$ cat src/rtl/multicycle_sequencer.sv
// Multi-cycle fetch/decode/exec/mem/wb control FSM with handshake watchdog.
// Define ILLEGAL_TRAP_EN to trap unknown opcodes instead of running them as NOPs.
module multicycle_sequencer #(
    parameter int TIMEOUT = 16,
    parameter int CNT_W   = 32
) (
    input  logic             clk,
    input  logic             rst_n,
    input  logic             run,
    output logic             imem_req,
    input  logic             imem_ack,
    input  logic [31:0]      imem_rdata,
    output logic [6:0]       opcode,
    input  logic             dec_reg_write,
    input  logic             dec_mem_read,
    input  logic             dec_mem_write,
    output logic             alu_en,
    output logic             dmem_req,
    output logic             dmem_we,
    input  logic             dmem_ack,
    output logic             rf_we,
    output logic             pc_en,
    output logic [31:0]      ir,
    output logic [2:0]       state,
    output logic             busy,
    output logic             fault,
    output logic             illegal,
    output logic [CNT_W-1:0] retire_cnt
);

    typedef enum logic [2:0] {
        IDLE   = 3'd0,
        FETCH  = 3'd1,
        DECODE = 3'd2,
        EXEC   = 3'd3,
        MEM    = 3'd4,
        WB     = 3'd5,
        TRAP   = 3'd6,
        FAULT  = 3'd7
    } state_t;

    // wd holds at most TIMEOUT-1 before the timeout fires
    localparam int WD_W = (TIMEOUT < 2) ? 1 : $clog2(TIMEOUT);
    localparam logic [WD_W-1:0] WD_LAST = WD_W'(TIMEOUT - 1);

    state_t          cur;
    state_t          nxt;
    logic [WD_W-1:0] wd;
    logic            wd_exp;
    logic            retire;
    logic            f_rw;
    logic            f_mr;
    logic            f_mw;

    assign opcode = ir[6:0];
    assign state  = cur;
    assign busy   = !(cur inside {IDLE, TRAP, FAULT});
    assign wd_exp = (wd == WD_LAST);

`ifdef ILLEGAL_TRAP_EN
    logic legal_op;
    logic illegal_q;

    assign legal_op = ir[6:0] inside {7'b0110011, 7'b0000011,
                                      7'b0100011, 7'b1100011};
    assign illegal  = illegal_q;

    always_ff @(posedge clk or negedge rst_n) begin
        if (!rst_n)
            illegal_q <= 1'b0;
        else if (nxt == TRAP)
            illegal_q <= 1'b1;
    end
`else
    assign illegal = 1'b0;
`endif

    always_comb begin
        nxt      = cur;
        imem_req = 1'b0;
        alu_en   = 1'b0;
        dmem_req = 1'b0;
        dmem_we  = 1'b0;
        rf_we    = 1'b0;
        retire   = 1'b0;
        unique case (cur)
            IDLE: begin
                if (run)
                    nxt = FETCH;
            end
            FETCH: begin
                imem_req = 1'b1;
                if (imem_ack)
                    nxt = DECODE;
                else if (wd_exp)
                    nxt = FAULT;
            end
            DECODE: begin
                nxt = EXEC;
`ifdef ILLEGAL_TRAP_EN
                if (!legal_op)
                    nxt = TRAP;
`endif
            end
            EXEC: begin
                alu_en = 1'b1;
                if (f_mr || f_mw)
                    nxt = MEM;
                else if (f_rw)
                    nxt = WB;
                else
                    retire = 1'b1;
            end
            MEM: begin
                dmem_req = 1'b1;
                dmem_we  = f_mw;
                if (dmem_ack) begin
                    if (f_mr)
                        nxt = WB;
                    else
                        retire = 1'b1;
                end else if (wd_exp) begin
                    nxt = FAULT;
                end
            end
            WB: begin
                rf_we  = 1'b1;
                retire = 1'b1;
            end
            TRAP:  nxt = TRAP;
            FAULT: nxt = FAULT;
        endcase
        if (retire)
            nxt = run ? FETCH : IDLE;
    end

    assign pc_en = retire;

    always_ff @(posedge clk or negedge rst_n) begin
        if (!rst_n) begin
            cur        <= IDLE;
            ir         <= '0;
            retire_cnt <= '0;
            fault      <= 1'b0;
            wd         <= '0;
            f_rw       <= 1'b0;
            f_mr       <= 1'b0;
            f_mw       <= 1'b0;
        end else begin
            cur <= nxt;
            if (cur == FETCH && imem_ack)
                ir <= imem_rdata;
            if (cur == DECODE) begin
                f_rw <= dec_reg_write;
                f_mr <= dec_mem_read;
                f_mw <= dec_mem_write;
            end
            if (retire)
                retire_cnt <= retire_cnt + CNT_W'(1);
            if (nxt == FAULT)
                fault <= 1'b1;
            // count only while waiting in the same request state
            if (nxt == cur && (cur == FETCH || cur == MEM))
                wd <= wd + WD_W'(1);
            else
                wd <= '0;
        end
    end

endmodule

$ cat config.mk
export PLATFORM = sky130hd
export DESIGN_NAME = multicycle_sequencer
export DESIGN_NICKNAME = d
export VERILOG_FILES = /design/src/rtl/multicycle_sequencer.sv
export SDC_FILE = /design/constraint.sdc
export NUM_CORES = 1
export LEC_CHECK = 0
export ABC_AREA = 1
export CORE_MARGIN = 1.5
export CORE_UTILIZATION = 50
export CTS_CLUSTER_DIAMETER = 100
export DETAILED_ROUTE_END_ITERATION = 8
export HOLD_SLACK_MARGIN = 0.05
export PLACE_DENSITY = 0.9
export SLEW_MARGIN = 15
export SYNTH_ARGS = -nofsm -noshare
export SYNTH_HDL_FRONTEND = slang
export SYNTH_SLANG_ARGS = --single-unit
$ cat constraint.sdc
create_clock -name clk -period 2.25 [get_ports clk]
set_input_delay 0.675 -clock clk [delete_from_list [all_inputs] [get_ports clk]]
set_output_delay 0.675 -clock clk [all_outputs]
set_load 0.02 [all_outputs]
Yosys cells after proc, flatten, opt, wreduce, memory -nomap -nowiden. Cells that the tools add are included.

Word-level logic and storage cells: 48. Register bits after elaboration: 75. Output and inout bits: 83.

Multiplexer cells: 21. Equality and inequality tests: 10. Reductions and logical operators: 7. Add/sub/neg operators: 2.

Operators by type and width (count): adder 32 x 1 -> 32 bit, second input constant (1); 2-to-1 mux 3 bit (8); one-hot mux 3 bit (7 select lines) (1); equality test 3 bit, second input constant (5); 2-to-1 mux 1 bit (10); equality test 3 x 2 -> 1 bit, second input constant (2); adder 4 x 1 -> 4 bit, second input constant (1); equality test 4 bit, second input constant (1); 2-to-1 mux 4 bit (1); equality test 3 x 1 -> 1 bit, second input constant (1); equality test 3 bit (1); logical NOT 3 bit (1); one-hot mux 1 bit (3 select lines) (1); nonzero test 3 bit (1); logical AND 1 bit (2); logical OR 1 bit (2); logical NOT 1 bit (1).

Depth between registers and ports, before layout.
Depth after elaboration: 8. Gate-level depth with buffers: 11. Mapped depth without buffers: 11.

Worst setup path after synthesis. No wires, ideal clock.

Path type: reg2out. Start point: register cur[2] (netlist: state[2]). End point: output pc_en. Arrival: 1.270 ns. Data required time: 1.575 ns. Path buffers: 2. Setup slack: 0.305 ns. Cell stages (with the launch flop): 8. Cells stage by stage: dfrtp_1 buf_6 inv_6 nand3_2 nor2_2 nor2_4 inv_2 buf_2.

Word-level cells in the longest chain between the ends: 2. Elaborated cells on any way between the ends: 4. Classes of those cells: 3 x eq/ne; 1 x mux.

RTL lines: start: declaration (line 46) `state_t cur;`; start signal: assignment (line 150) `cur <= nxt;`; equality test 3 bit or equality test 3 x 2 -> 1 bit (tied branches) (line 86) `unique case (cur)`; one-hot mux 1 bit (3 select lines) * (line 86); end: declaration (line 22) `output logic pc_en,`.

Every way passes the cells marked *; elsewhere a longest branch is shown, timed or not.

Worst setup path after layout.
Start point: register cur[2] (netlist: state[2]). End point: output state[2].

RTL lines: end: declaration (line 24) `output logic [2:0] state,`.

No word-level cell between the ends.

==> results.toml <==
[clocking]
cts.sinks = 75
cts_inserted_buffers = 9
cts_tree = "built"
clock_path_buffers = 2
clock_latency_ns = 0.34
cts-root-buf = "clkbuf_8"
post_cts_buffers = 0
htree_levels = 3
clk_pin_slew_worst_paths_ns = 0.08
holdBufCountCts = 0

[route]
firstDrtPassIters = 4
routed_via_density = 5.05
vias = 3290
wire_per_inst_um = 14.5
postRouteWirelength_mm = 9.43
drtAntennaViolNets = 0
drc = 0
drtIter0Drc = 183

[worst_setup_path]
cp_max_fo = 6
critPathLaunch = "state[2]$_DFF_PN0_"
path_cells = "buf_4, clkdlybuf4s50_1"
critPathBufInv = 2
timing.rr.start = "state[2]$_DFF_PN0_"
cpPeakStageDelay_ns = 0.59
critPathTopFamily = "buffers and inverters"
critPathSlowestCell = "clkdlybuf4s50_1"
cp.arrival_ns = 1.52
end_kind = "output pin"
critical_path_required_ns = 1.57
worstSetupPathType = "register to output pin"
start_kind = "register"

[synth]
synth_area_um2 = 3750
synthArstFlopShare = 1.00
synth-simple-area-share = 0.241
yosysUniqueCellTypes = 31
synthAdderAreaFrac = 0.00666
ys_seq_area_frac = 0.500
ys_warn_count = 0
ys_top_cells_by_area = "dfrtp_1 (50%), nand2_1 (10%), mux2_2 (9.6%)"
synth_top_area_share = 0.500
synth_xor_area_frac = 0.0630
ys_seq_elements = 75
synth-compound-area-share = 0.0203
syn-num-nets = 454
synth_top_area_cell = "dfrtp_1"
syn_inst = 412
muxShareOfSynthArea = 0.0960
synth_edf_count = 0
yosys_most_used_dff = "dfrtp_1"
synth_top_family_by_area = "simple AND/OR/NAND/NOR gates"
syn_avg_cell_area_um2 = 9.11

[worst_hold_path]
hold_path_class = "primary input to async pin"

[floorplan]
row_count = 31
io_pins = 123
dieArea_um2 = 8040
die_y_um = 89.7
initial_core_util = 0.518
design.core.area_um2 = 7250
die_w_um = 89.7

[timing]
final.min_clock_period_ns = 2.20
slew_viol_final = 0
holdWs_ns = 0.307
timing.slew.headroom = 0.644
finalHoldViolCount = 0
skew_ns = 0.0105
rsz0062_at_grt = "false"
finalSetupViolCount = 0
worst_slew_pin_slew_ns = 0.534
fmax_ghz = 0.455
fin_crit_sh = 0.976

[layout]
areaGrowthSynthToFinish_pct = 43.2
final_area_um2 = 5380
drive_gt1_frac = 0.159
nets = 589
antennaDiodeCount = 0

[grt]
grt_max_degree = 42
grt_overflow = 0
grt_pass1_vias = 3220
groute.usage.overall = 0.245
grt_pass1_wl_mm = 14.9
antenna_found_initial = 0

[power_and_ir_drop]
power_frac_comb = 0.481
p_clk_frac = 0.195
intPower_mw = 4.04
p_leak_nw = 2.44
irDropWorstVdd_mv = 0.700
power.density_nw_per_um2 = 1200
switching_share = 0.377
p_sw_mw = 2.44
power_frac_seq = 0.323

[place]
dpl.hpwl_mm = 7.06
postPlaceCellArea_um2 = 5140
io_buffers = 121
globalplace.congestion = 0.927

[status]
status = "finished clean"

[flow_run]
timing.max_cap.violations = 0
-- per-layer routing --
metal	track usage	wire length (um)
met5	0	0
met4	0.0853	144
met1	0.309	3880
met3	0.0530	783
met2	0.419	4620
-- logic make-up (layout without fill, tap and decap cells) --
kind of cell / Yosys count / after routing
flip-flops: 75 / 75
XOR/XNOR: 27 / 27
AO/OA/AOI/OAI: 13 / 13
AND/OR/NAND/NOR: 204 / 204
adder cells (fa/ha/maj): 2 / 2
other: 1 / 1
multiplexers: 32 / 32
buffers and inverters: 58 / 198
-- repair_timing --
item / 4_1_cts / 5_1_grt
endpoints found under the setup margin: 8 / 3
resized for setup: 14 / 5
gates cloned: 0 / 0
-- cells in the mapped netlist, types with 3 or more instances --
cell type	count
inv_1	40
nand2_1	105
buf_2	5
mux2_2	32
dfrtp_1	75
nor3_1	14
o21ai_0	6
nor2_4	3
nand4_1	8
xnor2_1	8
buf_4	9
xor2_1	19
a21oi_1	3
nand3_1	21
nor2_1	41
-- cells in the final DEF, fill, tap and decap left out, types with 4 or more instances in the layout --
master	synthesis	layout
buf_4	9	17
clkbuf_8	0	9
clkdlybuf4s50_1	0	112
dfrtp_1	75	72
dlygate4sd2_1	0	4
inv_1	40	40
mux2_2	32	32
nand2_1	105	105
nand3_1	21	21
nand4_1	8	8
nor2_1	41	41
nor3_1	14	14
o21ai_0	6	6
xnor2_1	8	8
xor2_1	19	19
-- final cells by class --
| class | instances | area [um2] |
|---|---|---|
| Multi-Input combinational cell | 279 | 1610 |
| Timing Repair Buffer | 139 | 1350 |
| Fill cell | 506 | 1880 |
| Sequential cell | 75 | 1880 |
| Tap cell | 99 | 124 |
| Clock buffer | 9 | 124 |
| Clock inverter | 7 | 124 |
| Inverter | 43 | 166 |
-- state kept, by name, indices dropped and copies added (netlist names) --
| signal | cells |
|---|---|
| f_mr | 1 |
| ir | 32 |
| f_mw | 1 |
| f_rw | 1 |
| wd | 4 |
| retire_cnt | 32 |
| state | 3 |
| fault | 1 |
-- worst register-to-register path: stages, from the launching register on --
cell and delay [ns]:
dfrtp_2 0.47, inv_6 0.09, nand3_2 0.08, nor2_2 0.16, nor2_4 0.06, buf_4 0.19
nor2_4 0.13, nand4_1 0.21, o21ai_0 0.30, nand2_1 0.09
-- power groups by stage --
stage / Sequential [mW] / Combinational (mW) / Clock (mW)
finish: 2.09 / 3.12 / 1.27
global placement: 2.08 / 3.11 / 0
detailed placement: 2.12 / 3.17 / 0
floorplan: 2.53 / 1.33 / 0
global route: 2.15 / 3.37 / 1.35
CTS: 2.10 / 3.14 / 1.28
-- final timing paths --
| path | end | slack (ns) | depth (start not counted) |
|---|---|---|---|
| setup reg to reg | retire_cnt[18]$_DFFE_PN0P_ | 0.37 | 9 |
| hold / removal | retire_cnt[23]$_DFFE_PN0P_ | 0.31 | 1 |
| max in group asynchronous | ir[1]$_DFFE_PN0P_ | 1.40 | 2 |
| hold reg to reg | wd[0]$_DFF_PN0_ | 0.47 | 1 |
| setup / recovery | state[2] | 0.05 | 2 |
| min in group clk | wd[0]$_DFF_PN0_ | 0.47 | 1 |
-- per-stage QoR --
stage	setup WS [ns]	power [mW]	cells	TNS, ns	util
after global placement	-0.605	5.19	635	-1.85	0.709
after floorplan	0.305	3.86	412	0	-
after detailed placement	-0.608	5.29	635	-2.46	0.709
final	0.0535	6.48	651	0	0.741
after global routing	0.00241	6.87	651	0	0.741
after CTS	0.0201	6.52	651	0	0.742
No activity file was read; power rests on OpenSTA's default activity.
==> patch, RTL diff (config.mk and constraints unchanged) <==
Set the parameter `TIMEOUT` to 32 (it was 16).
--- a/src/rtl/multicycle_sequencer.sv
+++ b/src/rtl/multicycle_sequencer.sv
@@ -3,3 +3,3 @@
 module multicycle_sequencer #(
-    parameter int TIMEOUT = 16,
+    parameter int TIMEOUT = 32,
     parameter int CNT_W   = 32
Check against the original RTL: same outputs for any inputs over 10 cycles, from zero or initial values and one cycle with rst_n low; that may be too few to reach the edited logic, so the function may still have changed.
==> patch against the original RTL <==
Cell count shrank 1.2%; sequential share of layout area decreased by 0.51 points; worst hold slack worse by 0.077 ns; synthesized cell count down 1.7%; power decreased by 2.5%; first-iteration DRC count shrank 48%; core utilization is 2.6 points lower; critical path depth up 2; area after synthesis is 6.2% higher; design area increased by 2.8%; highest routed layer unchanged; worst setup slack improved by 0.011 ns; sequential cell count grew 1; wire length decreased by 4.6%; clock power is 25% lower.
==> patch: results (changes against the original RTL) <==
### Status
• complete, no violations — run status

### STA
• 2.185 ns — post-layout min period, -0.01107 ns

### Setup path
• busy — endpoint of the worst setup timing path
• state[1]$_DFF_PN0_ — CP Launch Point
• 0.34 ns — setup slack on the worst flop-to-flop path, -0.03 ns
• wd[0]$_DFF_PN0_ — worst reg2reg path startpoint
• sky130_fd_sc_hd__dfrtp_2 — library cell contributing the largest single delay on the critical path

### Synth
• sky130_fd_sc_hd__nand2_1, sky130_fd_sc_hd__dfrtp_1, sky130_fd_sc_hd__nor2_1, sky130_fd_sc_hd__mux2_2, sky130_fd_sc_hd__inv_1 — most numerous cell types in the synthesized netlist
• 37 — count of cell types in the netlist, +19%
• 448 — Mapped Nets, -1.3%
• 0.4769 — sequential area share after synthesis, -0.02290
• sky130_fd_sc_hd__dfrtp_1, sky130_fd_sc_hd__mux2_2, sky130_fd_sc_hd__nand2_1 — synth top area cells

### Global route
• 33 — largest net degree at the start of global routing, -21%
• 3181 — number of global-route vias before repair, -1.2%
• 0.2236 — GR Util All Layers, -0.02166
• 0.2976 — M1 GR Usage, -0.01163
• 0.03612 — global routing met3 resource utilization, -0.01689

### Detailed routing
• 95 — DRC violation total after the first TritonRoute iteration, -48%
• 4.927 — DR vias/cell, -2.5%
• 13.98 um — WL per Instance, -3.4%

### Placement
• -0.6116 ns — pre-CTS setup slack, -0.003726 ns
• 6933 um — HPWL after detailed placement, -1.8%
• 0.8954 — weighted congestion at the end of routability-driven global placement, -3.4%

### Cells and area
• 0.2052 — fraction of layout cells with a size suffix above 1, +0.04576
• 579 — Nets, -1.7%

### Power and ir drop
• 3.753 mW — internal power contribution, -7.0%
• 0.0005015 V — maximum VDD drop, -28%

-- patch: through the flow --
stage	cells	instance area [um2]
after detailed placement	626	5330
final	643	5524
after global routing	643	5524
after global placement	626	5330
after CTS	642	5505
after floorplan	405	3988
-- patch: kinds of logic after synthesis --
kind of cell | after synthesis | share of synthesized area
buffers and inverters | 51 | 0.06714
XOR/XNOR | 29 | 0.06370
AND/OR/NAND/NOR | 200 | 0.2702
other | 1 | 0.0009404
multiplexers | 32 | 0.09037
flip-flops | 76 | 0.4769
adder cells (fa/ha/maj) | 3 | 0.009414
AO/OA/AOI/OAI | 13 | 0.02134
-- patch: worst min-delay path by stage --
stage,startpoint,end,slack [ns]
6_report,rst_n,retire_cnt[22]$_DFFE_PN0P_,0.23
5_1_grt,rst_n,retire_cnt[22]$_DFFE_PN0P_,0.25
4_1_cts,rst_n,retire_cnt[22]$_DFFE_PN0P_,0.23
3_5_place_dp,fault$_DFFE_PN0N_,fault$_DFFE_PN0N_,0.46
3_3_place_gp,wd[0]$_DFF_PN0_,wd[0]$_DFF_PN0_,0.44
2_1_floorplan,rst_n,f_mr$_DFFE_PN0P_,0.38
-- patch: routing by layer --
| metal | up-vias | wire (um) |
|---|---|---|
| met5 | - | 0 |
| met4 | 0 | 144 |
| met3 | 13 | 519 |
| met2 | 127 | 4296 |
| met1 | 1473 | 4031 |
| li1 | 1555 | - |
-- patch: layout make-up --
cell class / instances / area (um2)
multi-input combinational: 278 / 1823
inverter: 35 / 131.4
fill: 542 / 2203
timing repair buffer: 136 / 1355
clock buffer: 9 / 123.9
clock inverter: 7 / 58.81
tap: 102 / 127.6
sequential: 76 / 1904
-- patch: power groups by stage --
stage          Combinational [mW]  Sequential [mW]  Clock (mW)
6_report                     3.23             2.13       0.948
5_1_grt                      3.45             2.20        1.04
4_1_cts                      3.24             2.13       0.973
3_5_place_dp                 3.27             2.16           0
3_3_place_gp                 3.20             2.12           0
2_1_floorplan                1.56             2.55           0
-- patch: repair_timing --
| item | 4_1_cts | 5_1_grt |
|---|---|---|
| pin swaps | 0 | 2 |
| hold buffers | 0 | 0 |
| endpoints found under the setup margin | 9 | 8 |
| buffers inserted | 0 | 1 |
| resized for setup | 13 | 8 |
| hold endpoints to repair | 0 | 0 |
